`src/rtl/pipe_mux_tree.sv`:
```
// pipe_mux_tree: N-to-1 selector built as a binary tree of 2:1 stages.
// Level k picks between adjacent survivors of level k-1 using Sel[k]; the
// valid flag and the still-unused select bits travel with the data.
//
// Build option PIPE_MUX_TREE_STAGE_REG_EN:
//   defined   -> a register stage after every tree level (latency = log2(N))
//   undefined -> combinational tree plus one output register (latency = 1)
// In both builds rst (sync, active-high) beats En, and En=0 freezes every
// register including Y and Out_Valid.
module pipe_mux_tree #(
    parameter int WIDTH      = 32,
    parameter int NUM_INPUTS = 8,
    localparam int SEL_W     = $clog2(NUM_INPUTS)
) (
    input  logic                        clk,
    input  logic                        rst,
    input  logic                        En,
    input  logic                        In_Valid,
    input  logic [WIDTH*NUM_INPUTS-1:0] I,
    input  logic [SEL_W-1:0]            Sel,
    output logic [WIDTH-1:0]            Y,
    output logic                        Out_Valid
);

    // Select bits are kept right-aligned: each level consumes bit 0 and hands
    // the remainder (shifted down by one) to the next level, so every level
    // always sees the select of the request it is currently holding.
    for (genvar k = 0; k < SEL_W; k++) begin : g_lvl
        localparam int NOUT = NUM_INPUTS >> (k + 1);

        logic [2*NOUT*WIDTH-1:0] cand;
        logic [SEL_W-1:0]        sel_in;
        logic                    vld_in;

        logic [NOUT*WIDTH-1:0]   data_d;
        logic [SEL_W-1:0]        sel_d;
        logic                    vld_d;

        logic [NOUT*WIDTH-1:0]   data_o;
        logic [SEL_W-1:0]        sel_o;
        logic                    vld_o;

        if (k == 0) begin : g_src
            assign cand   = I;
            assign sel_in = Sel;
            assign vld_in = In_Valid;
        end else begin : g_src
            assign cand   = g_lvl[k-1].data_o;
            assign sel_in = g_lvl[k-1].sel_o;
            assign vld_in = g_lvl[k-1].vld_o;
        end

        // Pairwise 2:1 selection of adjacent candidates by this level's select bit.
        always_comb begin
            data_d = '0;
            for (int j = 0; j < NOUT; j++) begin
                data_d[j*WIDTH +: WIDTH] = sel_in[0] ? cand[(2*j+1)*WIDTH +: WIDTH]
                                                     : cand[(2*j)*WIDTH +: WIDTH];
            end
        end

        assign sel_d = sel_in >> 1;
        assign vld_d = vld_in;

`ifdef PIPE_MUX_TREE_STAGE_REG_EN
        logic [NOUT*WIDTH-1:0] data_q;
        logic [SEL_W-1:0]      sel_q;
        logic                  vld_q;

        // Level register: data, remaining select bits and valid advance together.
        always_ff @(posedge clk) begin
            if (rst) begin
                data_q <= '0;
                sel_q  <= '0;
                vld_q  <= 1'b0;
            end else if (En) begin
                data_q <= data_d;
                sel_q  <= sel_d;
                vld_q  <= vld_d;
            end
        end

        assign data_o = data_q;
        assign sel_o  = sel_q;
        assign vld_o  = vld_q;
`else
        assign data_o = data_d;
        assign sel_o  = sel_d;
        assign vld_o  = vld_d;
`endif
    end

    // The last level has no consumer for its leftover select bits.
    logic unused_sel_tail;
    assign unused_sel_tail = ^g_lvl[SEL_W-1].sel_o;

`ifdef PIPE_MUX_TREE_STAGE_REG_EN
    // The final level register is the output register.
    assign Y         = g_lvl[SEL_W-1].data_o;
    assign Out_Valid = g_lvl[SEL_W-1].vld_o;
`else
    logic [WIDTH-1:0] y_d;
    logic [WIDTH-1:0] y_q;
    logic             out_valid_d;
    logic             out_valid_q;

    assign y_d         = g_lvl[SEL_W-1].data_o;
    assign out_valid_d = g_lvl[SEL_W-1].vld_o;

    // Single output register after the combinational tree.
    always_ff @(posedge clk) begin
        if (rst) begin
            y_q         <= '0;
            out_valid_q <= 1'b0;
        end else if (En) begin
            y_q         <= y_d;
            out_valid_q <= out_valid_d;
        end
    end

    assign Y         = y_q;
    assign Out_Valid = out_valid_q;
`endif

endmodule

```
`config.mk`:
```
export PLATFORM = sky130hd
export DESIGN_NAME = pipe_mux_tree
export DESIGN_NICKNAME = d
export VERILOG_FILES = /design/src/rtl/pipe_mux_tree.sv
export SDC_FILE = /design/constraint.sdc
export NUM_CORES = 1
export LEC_CHECK = 0
export BUFFER_PORTS_ARGS = -buffer_cell sky130_fd_sc_hd__buf_4
export CORE_AREA = 3 3 114 116
export DETAILED_ROUTE_END_ITERATION = 10
export DIE_AREA = 0 0 117 119
export HOLD_SLACK_MARGIN = 0.06
export MAX_ROUTING_LAYER = met4
export PLACE_DENSITY = 0.71
export SYNTH_ARGS = -nofsm -noshare
export SYNTH_HDL_FRONTEND = slang
export SYNTH_SLANG_ARGS = --single-unit
```
`constraint.sdc`:
```
create_clock -name clk -period 1.7 [get_ports clk]
set_input_delay 0.085 -clock clk [delete_from_list [all_inputs] [get_ports clk]]
set_output_delay 0.085 -clock clk [all_outputs]
set_load 0.02 [all_outputs]
```
# --- Word-level counts from Yosys, hierarchy flattened ---
# Index checks and enable logic that the tools add are counted.
classes:
  muxes: 7
op_table:
  columns: ["op", "n"]
  rows:
  - ["$mux 32", 7]
totals:
  regBits: 33
  inputBits: 263
  word_cells: 9

# --- Depth between registers and ports, before layout ---
logic_depth:
  ltp_word: 3
  mapped_depth: 7
  depth_no_buf: 4

# --- Worst setup path after synthesis ---
# OpenSTA, ideal clock, no wires.
synth_timing:
  path_kind: "input port to flip-flop"
  startpoint: "input Sel[0]"
  endpoint: "register y_q[6], in the netlist Y[6]"
  t_arrival_ps: 1087
  required_time_ps: 1552
  slack_ps: 465
  cell_stages: 5
  path_buffers: 2
  path_cell_list: "buf_2 -> buf_2 -> mux2_2 -> o221ai_1 -> a211oi_1"
synth_between:
  elab_chain_len: 3
  word_cells_on_any_way: 7
  cone_classes: "7 x mux"
synth_rtl:
  columns: ["item", "line", "rtl"]
  rows:
  - ["start, declared", "20", "input logic [SEL_W-1:0] Sel,"]
  - ["$mux 32 (2 in series)", "57", "data_d[j*WIDTH +: WIDTH] = sel_in[0] ? cand[(2*j+1)*WIDTH +: WIDTH]"]
  - ["$mux 32 (*)", "57", null]
  - ["end signal, assigned", "116", "y_q <= y_d;"]
  - ["end, declared", "103", "logic [WIDTH-1:0] y_q;"]
# Every way passes the cells marked *; elsewhere a longest branch is shown, timed or not.
# A chain may end at the register's enable or synchronous reset.

# --- Worst setup path in the final report ---
layout_timing:
  startpoint: "input Sel[1]"
  endpoint: "register y_q[3], in the netlist Y[3]"
layout_between:
  elab_chain_len: 2
  word_cells_on_any_way: 3
  cone_classes: "3 x mux"
layout_rtl:
  columns: ["item", "line"]
  rows:
  - ["$mux 32", "57"]
  - ["$mux 32 (*)", "57"]
# Marks and branches as above.

==> flow_metrics.py <==
metrics = {
    "critical_path": {
        "rr_startpoint": "Y[31]",
        "cp_cell_sequence": "buf_4 > nor2_2 > buf_4 > a221o_1 > a211oi_2",
        "critPathKind": "in2reg",
        "critPathLaunch": "Sel[1]",
        "slowest_stage": "nor2_2",
        "setup.worst_path.start_class": "input port",
        "cp.buffers_inverters": 2,
        "endpoint_kind": "flip-flop",
        "arrival_ns": 1.49,
        "cp_max_fo": 17,
        "max_stage_delay_ns": 0.62,
        "critPathTopFamily": "simple AND/OR/NAND/NOR gates",
        "crit_top_cell": "buf_4",
        "crit_required_ns": 1.84,
    },
    "floorplanning": {
        "dieArea_um2": 13920,
        "initial_utilization_pct": 27.39,
        "rows": 40,
        "io_pins": 296,
        "die_height_um": 119,
        "die-width_um": 117,
        "core_um2": 12010,
    },
    "final_layout": {
        "n_fill_cell": 1112,
        "layout.nets": 877,
        "ff_latch_area_um2": 660.6,
        "multi_input_area_um2": 2391,
        "final_cell_mix": "buf_4 (307), mux2i_1 (65), mux2_2 (63)",
        "final_common_cell": "buf_4",
        "area_growth_pct": 76.15,
        "drive_gt1_share_pct": 65.85,
        "n_antenna_cell": 0,
        "instances_no_fill": 762,
    },
    "clocking": {
        "root_buffer": "clkbuf_16",
        "clk_pin_slew_ns": 0.06,
        "cts_buffers": 5,
        "clock_path_buffers": 2,
        "cts.sinks": 33,
        "cts_hold_buf": 1,
        "post-cts-setup-buffers": 0,
        "cts_tree": "yes",
        "cts_resized": 0,
        "htree_levels": 2,
        "clock_latency_ns": 0.27,
    },
    "global_route": {
        "grt_overflow": 0,
        "first_global_vias": 3948,
        "antenna_found_initial": 0,
        "grtUsageTotal_pct": 18.70,
        "grt_start_max_net_pins": 42,
        "grt_first_pass_wirelength_mm": 19.82,
    },
    "sta": {
        "slew_violations": 0,
        "timing.fmax_ghz": 0.7383,
        "maxSlewHeadroom_pct": 47.04,
        "rsz0062_at_grt": "false",
        "setup_viol_count_final": 0,
        "setup_slack_ns": 0.3456,
        "post-route-period-util_pct": 79.67,
        "max_slew.worst_pin.slew_ns": 0.7936,
        "final-hold-violation-count": 0,
        "fin_skew_ns": 0,
        "whs_ns": 0.2514,
        "setup_tns_ns": 0,
        "fin_crit_ns": 1.354,
    },
    "logic_synthesis": {
        "synthMuxAreaShare_pct": 41.69,
        "ys_ff_latch": 33,
        "synth.distinct_cells": 19,
        "synth_compound_area_share_pct": 26.47,
        "synth_top_family_by_area": "multiplexers",
        "synth_fa_ha_area_share_pct": 0,
        "ys_warn_count": 0,
        "synth_area_um2": 3289,
        "yosys.area_share.simple_pct": 4.374,
        "seq_area_frac_synth_pct": 20.08,
        "synth.avg_cell_area_um2": 9.878,
        "synthCells": 333,
        "syn-num-nets": 596,
        "synth-xor-area-share_pct": 0,
    },
    "detailed_routing": {
        "avgRoutedWirePerCell_um": 18.17,
        "num_vias": 3877,
        "drt_iter0_drc": 184,
        "first_pass_iters": 5,
        "drc": 0,
        "avgViaCountPerCell": 5.088,
        "totalWireLength_mm": 13.84,
        "ant_nets": 0,
    },
    "min_path": {
        "min_path_type": "in2reg",
        "hp-start": "En",
    },
    "power_and_ir_drop": {
        "pwr_density_cell_nw_per_um2": 571.2,
        "leakage_nw": 2.782,
        "ir_drop_mv": 0.3737,
    },
    "place": {
        "numPortBuffers": 295,
        "gp_congestion": 0.9108,
        "place_hpwl_mm": 11.32,
        "placed_cells": 753,
        "pre_cts_slack_ns": 0.04592,
    },
    "job": {
        "cap_violations": 0,
    },
    "status": {
        "status": "finished, final reports clean",
    },
}
==> sequential cells by signal, summed over array words and instances (netlist names) <==
| name | count |
|---|---|
| Y | 32 |
| Out_Valid | 1 |
==> per-layer routing <==
layer	track usage (%)	part of all wire (%)	vias to the layer above
met5	-	0	-
met4	7.814	3.5	0
met3	2.947	8.7	35
met2	32.97	50	232
met1	20.58	37	1718
li1	-	-	1892
==> worst register-to-register path, cell delays in order, from the launching register on <==
cell      delay, ns
dfxtp_1        0.39
nor2_1         0.07
a211oi_2       0.19
==> through the flow <==
stage               util, %  total power, mW  area (µm²)
floorplan                 -            1.571        3289
global placement      46.72            2.251        5612
detailed placement    46.72            2.267        5612
CTS                   48.24            3.358        5794
global route          48.24            3.483        5794
finish                48.24            3.310        5794
==> worst paths after layout <==
kind	slack, ns	end	cells past startpoint
setup / recovery	0.35	Y[3]	5
hold / removal	0.25	Y[19]	2
setup reg to reg	0.98	Y[31]	2
hold reg to reg	0.48	Y[14]	2
==> cell usage after synthesis <==
| master | count | share of area (%) |
|---|---|---|
| nand2b_1 | 1 | 0.19 |
| mux2_2 | 63 | 22 |
| buf_8 | 4 | 1.8 |
| nor2b_1 | 1 | 0.19 |
| o22ai_1 | 22 | 4.2 |
| a22oi_1 | 10 | 2.3 |
| a211oi_2 | 22 | 8.4 |
| mux2i_1 | 65 | 20 |
| a211oi_1 | 10 | 2.3 |
| mux2_1 | 1 | 0.34 |
| buf_6 | 6 | 2.1 |
| clkbuf_1 | 24 | 2.7 |
| a221o_1 | 22 | 6.7 |
| nor2_1 | 34 | 3.9 |
| buf_2 | 2 | 0.30 |
| dfxtp_1 | 33 | 20 |
| buf_4 | 2 | 0.46 |
| nand2_1 | 1 | 0.11 |
| o221ai_1 | 10 | 2.7 |
==> cells by family (layout without fill, tap and decap cells) <==
logic type      after synthesis  in the layout
mux                         129            129
compound gates               96             96
buf+inv                      38            320
simple gates                 37             37
flops                        33             33
==> cell type report <==
| cell class | count | area share (%) |
|---|---|---|
| repair buffers | 312 | 41.18 |
| clock inverters | 1 | 0.5182 |
| clock buffers | 7 | 2.462 |
| multi-input cells | 262 | 41.27 |
| well taps | 147 | 3.174 |
| flip-flops and latches | 33 | 11.40 |
==> report_power, final <==
group          leakage, nW  switching, mW  internal [mW]
registers            0.275         0.0373          0.841
logic                 2.42          0.557          0.812
clock network       0.0841          0.330          0.732
total                 2.78          0.925           2.39
Power figures use the tool's default switching activity.
